### src/rtl/seg7_pkg.sv
// rtl/seg7_pkg.sv - shared FSM states, BCD width and sizing helpers for the digit scanner
package seg7_pkg;

    localparam int BCD_W = 4;

    typedef enum logic [1:0] {
        ST_IDLE   = 2'd0,
        ST_SHIFT  = 2'd1,
        ST_COMMIT = 2'd2
    } fsm_state_e;

    // Width needed to index n items; never narrower than one bit
    function automatic int clog2(input int n);
        return (n <= 2) ? 1 : $clog2(n);
    endfunction

    // 10^n as a 64-bit constant, used for the display overflow limit
    function automatic logic [63:0] pow10(input int n);
        logic [63:0] r;
        r = 64'd1;
        for (int i = 0; i < n; i++) begin
            r = r * 64'd10;
        end
        return r;
    endfunction

endpackage

### src/rtl/bcd_double_dabble.sv
// rtl/bcd_double_dabble.sv - sequential binary-to-BCD converter, one shift per clock
module bcd_double_dabble
    import seg7_pkg::*;
#(
    parameter int NUM_DIGITS = 4,
    parameter int VALUE_W    = 14
) (
    input  logic                          clk,
    input  logic                          rst,
    input  logic                          i_start,
    input  logic [VALUE_W-1:0]            i_value,
    output logic                          o_last,
    output logic [NUM_DIGITS*BCD_W-1:0]   o_bcd
);

    localparam int SCR_W = NUM_DIGITS * BCD_W;
    localparam int CNT_W = clog2(VALUE_W);
    localparam logic [CNT_W-1:0] CNT_LAST = CNT_W'(VALUE_W - 1);

    logic [VALUE_W-1:0] r_shift;
    logic [SCR_W-1:0]   r_scratch;
    logic [CNT_W-1:0]   r_cnt;
    logic               r_active;
    logic [SCR_W-1:0]   w_adj;

    // Add-3 correction on every nibble that would overflow past 9 when doubled;
    // bits carried out of the top nibble are dropped (overflow is judged elsewhere)
    always_comb begin
        w_adj = r_scratch;
        for (int i = 0; i < NUM_DIGITS; i++) begin
            if (r_scratch[i*BCD_W +: BCD_W] >= 4'd5) begin
                w_adj[i*BCD_W +: BCD_W] = r_scratch[i*BCD_W +: BCD_W] + 4'd3;
            end
        end
    end

    // Load on start, then shift the binary MSB into the corrected scratch each cycle
    always_ff @(posedge clk or posedge rst) begin
        if (rst) begin
            r_shift   <= '0;
            r_scratch <= '0;
            r_cnt     <= '0;
            r_active  <= 1'b0;
        end else if (i_start) begin
            r_shift   <= i_value;
            r_scratch <= '0;
            r_cnt     <= '0;
            r_active  <= 1'b1;
        end else if (r_active) begin
            r_scratch <= SCR_W'({w_adj, r_shift[VALUE_W-1]});
            r_shift   <= r_shift << 1;
            if (r_cnt == CNT_LAST) begin
                r_active <= 1'b0;
            end else begin
                r_cnt <= r_cnt + CNT_W'(1);
            end
        end
    end

    assign o_last = r_active && (r_cnt == CNT_LAST);
    assign o_bcd  = r_scratch;

endmodule

### src/rtl/bcd_digit_scan.sv
// rtl/bcd_digit_scan.sv - binary to BCD conversion with multiplexed 7-seg digit scan (LEADING_ZERO_BLANK_EN blanks leading zeros)
module bcd_digit_scan
    import seg7_pkg::*;
#(
    parameter int NUM_DIGITS  = 4,
    parameter int VALUE_W     = 14,
    parameter int REFRESH_DIV = 50000
) (
    input  logic                  clk,
    input  logic                  rst,
    input  logic                  load,
    input  logic [VALUE_W-1:0]    value_in,
    output logic                  busy,
    output logic                  ovf,
    output logic [3:0]            digit,
    output logic [NUM_DIGITS-1:0] digit_sel
);

    localparam int DISP_W = NUM_DIGITS * BCD_W;
    localparam int IDX_W  = clog2(NUM_DIGITS);
    localparam int RC_W   = clog2(REFRESH_DIV);
    localparam logic [63:0]           OVF_LIMIT = pow10(NUM_DIGITS);
    localparam logic [DISP_W-1:0]     ALL_NINES = {NUM_DIGITS{4'd9}};
    localparam logic [NUM_DIGITS-1:0] POS0      = NUM_DIGITS'(1);
    localparam logic [IDX_W-1:0]      IDX_LAST  = IDX_W'(NUM_DIGITS - 1);
    localparam logic [RC_W-1:0]       RC_LAST   = RC_W'(REFRESH_DIV - 1);
`ifdef LEADING_ZERO_BLANK_EN
    localparam logic [NUM_DIGITS-1:0] BLANK_RST = ~POS0;
`else
    localparam logic [NUM_DIGITS-1:0] BLANK_RST = '0;
`endif

    fsm_state_e            r_state;
    logic                  r_busy;
    logic                  r_ovf;
    logic                  r_ovf_pend;
    logic [DISP_W-1:0]     r_disp;
    logic [NUM_DIGITS-1:0] r_blank;
    logic [RC_W-1:0]       r_refresh;
    logic [IDX_W-1:0]      r_idx;
    logic [3:0]            r_digit;
    logic [NUM_DIGITS-1:0] r_sel;

    logic                  w_start;
    logic                  w_ovf_in;
    logic                  w_dd_last;
    logic [DISP_W-1:0]     w_bcd;
    logic [DISP_W-1:0]     w_commit_val;
    logic [NUM_DIGITS-1:0] w_blank_nxt;
    logic                  w_term;
    logic [IDX_W-1:0]      w_idx_nxt;
    logic [3:0]            w_digit_nxt;
    logic [NUM_DIGITS-1:0] w_sel_nxt;

    assign w_start      = (r_state == ST_IDLE) && load;
    assign w_ovf_in     = 64'(value_in) >= OVF_LIMIT;
    assign w_commit_val = r_ovf_pend ? ALL_NINES : w_bcd;

    bcd_double_dabble #(
        .NUM_DIGITS (NUM_DIGITS),
        .VALUE_W    (VALUE_W)
    ) u_dd (
        .clk     (clk),
        .rst     (rst),
        .i_start (w_start),
        .i_value (value_in),
        .o_last  (w_dd_last),
        .o_bcd   (w_bcd)
    );

    // Blank mask for the value about to be committed: every position above the highest non-zero nibble
    always_comb begin
        w_blank_nxt = '0;
`ifdef LEADING_ZERO_BLANK_EN
        begin
            logic w_nz;
            w_nz = 1'b0;
            for (int i = NUM_DIGITS - 1; i >= 1; i--) begin
                w_nz           = w_nz | (w_commit_val[i*BCD_W +: BCD_W] != 4'd0);
                w_blank_nxt[i] = ~w_nz;
            end
        end
`endif
    end

    // Conversion sequencing: capture, wait for the last shift, then publish the result atomically
    always_ff @(posedge clk or posedge rst) begin
        if (rst) begin
            r_state    <= ST_IDLE;
            r_busy     <= 1'b0;
            r_ovf      <= 1'b0;
            r_ovf_pend <= 1'b0;
            r_disp     <= '0;
            r_blank    <= BLANK_RST;
        end else begin
            case (r_state)
                ST_IDLE: begin
                    if (load) begin
                        r_state    <= ST_SHIFT;
                        r_busy     <= 1'b1;
                        r_ovf_pend <= w_ovf_in;
                    end
                end
                ST_SHIFT: begin
                    if (w_dd_last) begin
                        r_state <= ST_COMMIT;
                    end
                end
                ST_COMMIT: begin
                    r_disp  <= w_commit_val;
                    r_ovf   <= r_ovf_pend;
                    r_blank <= w_blank_nxt;
                    r_busy  <= 1'b0;
                    r_state <= ST_IDLE;
                end
                default: begin
                    r_state <= ST_IDLE;
                    r_busy  <= 1'b0;
                end
            endcase
        end
    end

    assign w_term    = (r_refresh == RC_LAST);
    assign w_idx_nxt = !w_term ? r_idx :
                       (r_idx == IDX_LAST) ? '0 : r_idx + IDX_W'(1);

    // Select the digit and enable pattern for the position that is current after this edge
    always_comb begin
        w_digit_nxt = 4'd0;
        w_sel_nxt   = '1;
        for (int i = 0; i < NUM_DIGITS; i++) begin
            if (IDX_W'(i) == w_idx_nxt) begin
                w_digit_nxt  = r_disp[i*BCD_W +: BCD_W];
                w_sel_nxt[i] = r_blank[i];
            end
        end
    end

    // Free-running refresh divider and scan position with registered display outputs
    always_ff @(posedge clk or posedge rst) begin
        if (rst) begin
            r_refresh <= '0;
            r_idx     <= '0;
            r_digit   <= 4'd0;
            r_sel     <= ~POS0;
        end else begin
            r_refresh <= w_term ? '0 : r_refresh + RC_W'(1);
            r_idx     <= w_idx_nxt;
            r_digit   <= w_digit_nxt;
            r_sel     <= w_sel_nxt;
        end
    end

    assign busy      = r_busy;
    assign ovf       = r_ovf;
    assign digit     = r_digit;
    assign digit_sel = r_sel;

endmodule

### config.mk
export PLATFORM = sky130hd
export DESIGN_NAME = bcd_digit_scan
export DESIGN_NICKNAME = d
export VERILOG_FILES = /design/src/rtl/seg7_pkg.sv /design/src/rtl/bcd_double_dabble.sv /design/src/rtl/bcd_digit_scan.sv
export SDC_FILE = /design/constraint.sdc
export NUM_CORES = 1
export LEC_CHECK = 0
export ABC_AREA = 0
export BUFFER_PORTS_ARGS = -buffer_cell sky130_fd_sc_hd__buf_2
export CAP_MARGIN = 20
export CORE_UTILIZATION = 40
export CTS_BUF_LIST = sky130_fd_sc_hd__clkbuf_4 sky130_fd_sc_hd__clkbuf_8 sky130_fd_sc_hd__clkbuf_16
export DETAILED_ROUTE_END_ITERATION = 8
export GPL_TIMING_DRIVEN = 0
export MAX_ROUTING_LAYER = met4
export SETUP_SLACK_MARGIN = 0.2
export SLEW_MARGIN = 5
export SYNTH_ARGS = -nofsm -noshare
export SYNTH_HDL_FRONTEND = slang
export SYNTH_SLANG_ARGS = --single-unit
export TNS_END_PERCENT = 5
### constraint.sdc
create_clock -name clk -period 2.5 [get_ports clk]
set_clock_uncertainty 0.1 [all_clocks]
set_input_delay 0.125 -clock clk [delete_from_list [all_inputs] [get_ports clk]]
set_output_delay 0.125 -clock clk [all_outputs]
set_load 0.03 [all_outputs]
Yosys cells after proc, flatten, opt, wreduce, memory -nomap -nowiden
Cells that the tools add are included.
{"block": "classes", "n_addsub": 7, "multipliers": 0, "div_mod_pow": 0, "magnitude_cmp": 5, "n_eq_ne": 11, "shift": 0, "mux": 31, "bitwise_logic": 1, "n_reduce_logical": 9}
{"cell": "$mux 16", "n": 4}
{"cell": "$mux 4", "n": 10}
{"cell": "$mux 14", "n": 2}
{"cell": "$add 16x1->16 const B", "n": 1}
{"cell": "$eq 16x16->1 const B", "n": 1}
{"cell": "$ge 4x3->1 const B", "n": 4}
{"cell": "$ge 14x14->1 const B", "n": 1}
{"cell": "$add 4x2->4 const B", "n": 3}
{"cell": "$mux 1", "n": 8}
{"cell": "$mux 2", "n": 4}
{"cell": "$reduce_and 2->1", "n": 4}
{"cell": "$add 4x1->4 const B", "n": 1}
{"cell": "$eq 2x2->1 const A", "n": 2}
{"cell": "$eq 2x2->1 const B", "n": 2}
{"cell": "$eq 4x4->1 const B", "n": 1}
{"cell": "$logic_not 2->1", "n": 2}
{"cell": "$ne 2x1->1 const B", "n": 2}
{"cell": "$pmux 2 s2", "n": 1}
{"cell": "$add 3x2->3 const B", "n": 1}
{"cell": "$mux 3", "n": 1}
{"cell": "$add 2x1->2 const B", "n": 1}
{"cell": "$eq 1x2->1 const A", "n": 1}
{"cell": "$eq 2x1->1 const B", "n": 1}
{"cell": "$logic_and 1x1->1", "n": 2}
{"cell": "4 further kinds", "n": 4}
{"block": "totals", "register_bits": 82, "latchBits": 0, "ram_bits": 0, "romBits": 0, "memories": 0}

Depth between registers and ports, before layout
{"block": "logic_depth", "depth_word": 8, "mapped_depth": 8, "ltp_nobuf": 7}

Cells and area by module
Synthesis repeated with hierarchy kept, for this count alone.
{"block": "unflattened", "hier_cells": 396, "area_unflattened_um2": 3915.0}
{"mod": "bcd_digit_scan", "instances": 1, "cells_each": 202, "area_each_um2": 2024.4, "seq_area_each_um2": 1179.9}
{"mod": "bcd_double_dabble", "instances": 1, "cells_each": 194, "area_each_um2": 1890.6, "seq_area_each_um2": 875.8}

Least setup slack after synthesis
Ideal clock, no wire load.
{"block": "synth_timing", "path_kind": "reg-to-reg", "startpoint": "register r_refresh[4]", "endpoint": "register r_digit[0], in the netlist digit[0]", "setup_time_ps": 86, "t_arrival_ps": 2010, "t_required_ps": 2314, "setup_slack_ps": 304, "stages_incl_launch_ff": 8, "n_path_buf": 2, "period_less_slack_ps": 2196, "path_cell_list": "dfrtp_1 or4b_4 nor4_4 buf_6 mux2i_1 buf_2 a21oi_1 a32oi_1"}
{"block": "synth_between", "elab_chain_cells": 7, "word_cells_on_any_way": 10, "cone_classes": "eq/ne (4); mux (5); reduce/logical (1)"}
{"element": "from (decl)", "line_no": "bcd_digit_scan.sv:39", "source": "logic [RC_W-1:0] r_refresh;"}
{"element": "from (signal assigned)", "line_no": "bcd_digit_scan.sv:148", "source": "r_refresh <= w_term ? '0 : r_refresh + RC_W'(1);"}
{"element": "$eq 16x16->1 (*)", "line_no": "bcd_digit_scan.sv:124", "source": "assign w_term = (r_refresh == RC_LAST);"}
{"element": "$mux 2 (*)", "line_no": "bcd_digit_scan.sv:125", "source": "assign w_idx_nxt = !w_term ? r_idx :"}
{"element": "$logic_not 2->1", "line_no": "bcd_digit_scan.sv:133", "source": "if (IDX_W'(i) == w_idx_nxt) begin"}
{"element": "$mux 4 (3 in a row)", "line_no": "bcd_digit_scan.sv:133"}
{"element": "$mux 4 (*)", "line_no": "bcd_digit_scan.sv:133"}
{"element": "net w_digit_nxt[0]", "line_no": "bcd_digit_scan.sv:52", "source": "logic [3:0] w_digit_nxt;"}
{"element": "to (signal assigned)", "line_no": "bcd_digit_scan.sv:150", "source": "r_digit <= w_digit_nxt;"}
{"element": "to (decl)", "line_no": "bcd_digit_scan.sv:41", "source": "logic [3:0] r_digit;"}
Mark *: on every way through the listed nets, which the timed path passes. The rest lies on a longest branch.
A chain may end at the register's enable or synchronous reset.

Worst setup path in the final report
{"block": "layout_timing", "startpoint": "register r_refresh[4]", "endpoint": "register r_digit[1], in the netlist digit[1]"}
Same word-level chain as after synthesis.

==> impl_metrics.ini <==
[synth]
ys_seq_area_frac = 0.538
ys_seq_elements = 82
syn_area_sq_mm = 0.00382
synth_edf_count = 0
synth_most_common_cell = dfrtp_1
yosys.area.top_type = dfrtp_1
synth_cells = 382
synth_area_leaders = dfrtp_1, mux2i_1, nand2_1
yosys.cell_types.count = 38
netlist.area_leader.share = 0.517
yosys_warnings = 0
yosys-top-cells-count = dfrtp_1, nand2_1, nor2_1, o21ai_0, mux2i_1
syn_area_per_cell_sq_um = 10.0
synth.net_count = 411
synthFlopType = dfrtp_1
async_flop_share = 1.00

[clock_network]
clk_latency_ns = 0.35
numCtsBuffers = 9
clockRootBuffer = clkbuf_8
clockBufferDepth = 2
cts_tree = done
clkTransAtPathRegs_ns = 0.09
clock_sinks = 82
htree_levels = 3

[power]
p_total_mw = 4.51
ir_drop_v = 0.000506
p_per_area_mw_per_mm2 = 976
leakage_nw = 2.15

[critical_path]
crit_type = reg -> reg
required_ns = 2.67
worstPathMaxFanout = 5
startpoint_type = flop
cp_data_arrival_time_ns = 2.48
crit_path_end_kind = flop

[drt]
drtIter0Drc = 61
wl_per_cell_microns = 13.1
viasPerCell = 4.85
drt_pass1_iterations = 4
drc = 0
routed_wl_mm = 7.60
route.vias.total = 2821
postRouteAntennaNets = 0

[grt]
grt_pass1_wl_mm = 13.1
grt_overflow = 0
first_global_vias = 2873
antenna_found_initial = 0
grtUsageTotal = 0.173
grt_start_max_net_pins = 34

[place]
place_congestion = 0.821
dp_hpwl_mm = 5.18
io_buffers = 26
dpl_worst_slack_ns = 0.0640

[sta]
rsz0062_at_grt = yes
fin_ws_ns = 0.183
max_freq_ghz = 0.432
max_slew.worst_pin.slew_ns = 0.665
hold_viol = 0
final_max_slew_viol_count = 0
fin_crit_sh = 0.927
period_needed_ns = 2.32
max_slew_margin = 0.557
finalSetupTns_ns = 0
final-setup-viol-count = 0

[floorplan]
die_w_microns = 99.8
start_util = 0.414
die_h_microns = 99.8
num_rows = 35
fp.dieArea_sq_mm = 0.00995
io_pins = 27
core_sq_mm = 0.00924

[finish]
syn2layout_area_growth_pct = 20.9
layout-drive-gt1-share = 0.163
antenna_cells = 0
nets = 477

[run_status]
status = finished, final reports clean

[min_path]
hold_class = in -> async

[job]
drv_cap = 0
## final timing paths
path	start	endpoint	slack (ns)	cells past startpoint
max	r_refresh[4]	digit[1]	0.18	6
max in group asynchronous	rst	u_dd.o_bcd[2]	1.34	5
max reg2reg	r_refresh[4]	digit[1]	0.18	6
min reg2reg	ovf	ovf	0.38	2
min	rst	r_refresh[9]	0.22	3
min in group clk	ovf	ovf	0.38	2
## sequential cells by signal, indices dropped and copies added (netlist names)
signal / cells
u_dd.o_bcd: 16
r_ovf_pend: 1
u_dd.r_shift: 14
u_dd.r_active: 1
r_refresh: 16
u_dd.r_cnt: 4
r_idx: 2
r_disp: 16
busy: 1
ovf: 1
digit_sel: 4
digit: 4
r_state: 2
## power breakdown
| part | internal [mW] | total (mW) | switching (mW) |
|---|---|---|---|
| registers | 1.72 | 2.03 | 0.305 |
| clock network | 0.413 | 0.880 | 0.467 |
| logic | 0.700 | 1.60 | 0.899 |
## critical path, cell delays in order (launching register included)
cell and delay (ns):
dfrtp_1 0.41, or4b_4 0.55, nor4_4 0.36, mux2i_2 0.34
buf_4 0.20, a21oi_1 0.08, a32oi_2 0.18
## what timing repair did
item,CTS,global route
endpoints found under the setup margin,8,8
cloned,2,0
buffers inserted,6,3
gates resized for setup,8,4
hold endpoints to repair,34,0
hold buffers,16,0
pin swaps,2,3
## per-layer routing
layer / vias up / part of all wire / GRT usage
met5: - / 0 / -
met4: 0 / 0.010 / 0.0475
met3: 12 / 0.027 / 0.0443
met2: 47 / 0.49 / 0.292
met1: 1342 / 0.47 / 0.205
li1: 1420 / - / -
## cell families after synthesis
family | after synthesis | synth area share
AO/OA/AOI/OAI | 68 | 0.101
XOR/XNOR | 21 | 0.0481
adder cells (fa/ha/maj) | 12 | 0.0393
buffers and inverters | 34 | 0.0380
flip-flops | 82 | 0.538
multiplexers | 24 | 0.0628
AND/OR/NAND/NOR | 141 | 0.173
## through the flow
stage | utilization | std cells | hold WS (ns) | area (sq um)
2_1_floorplan | - | 382 | 0.142 | 3830
3_3_place_gp | 0.446 | 537 | 0.230 | 4120
3_5_place_dp | 0.450 | 539 | 0.0547 | 4160
4_1_cts | 0.495 | 579 | 0.211 | 4580
5_1_grt | 0.500 | 582 | 0.243 | 4620
6_report | 0.500 | 582 | 0.218 | 4620
## cell type report
class | instances | area [sq um]
multi-input cells | 266 | 1660
well taps | 129 | 161
flip-flops and latches | 82 | 2060
fillers | 884 | 4620
clock inverters | 4 | 27.5
plain buffers | 19 | 93.8
clock buffers | 12 | 153
inverters | 15 | 60.1
repair buffers | 55 | 410
## cells in the final DEF (no fill, tap or decap), types with 3 or more instances in the layout
cell,Yosys,final
nand2b_1,8,8
buf_4,0,12
nand2_1,62,61
a211oi_1,4,4
clkbuf_8,0,10
a21oi_1,16,16
dlygate4sd3_1,0,16
clkbuf_1,13,13
o31ai_1,4,4
and3_1,4,4
xnor2_1,13,13
buf_2,2,27
o21ai_0,35,35
ha_1,12,12
dfrtp_1,79,79
inv_1,14,13
nand3_1,13,13
nor3b_1,3,3
nor2_1,35,35
dfstp_2,3,3
mux2i_1,24,22
xor2_1,8,8
nor3_1,3,3
Note: power is estimated with default switching activity, not from simulation.
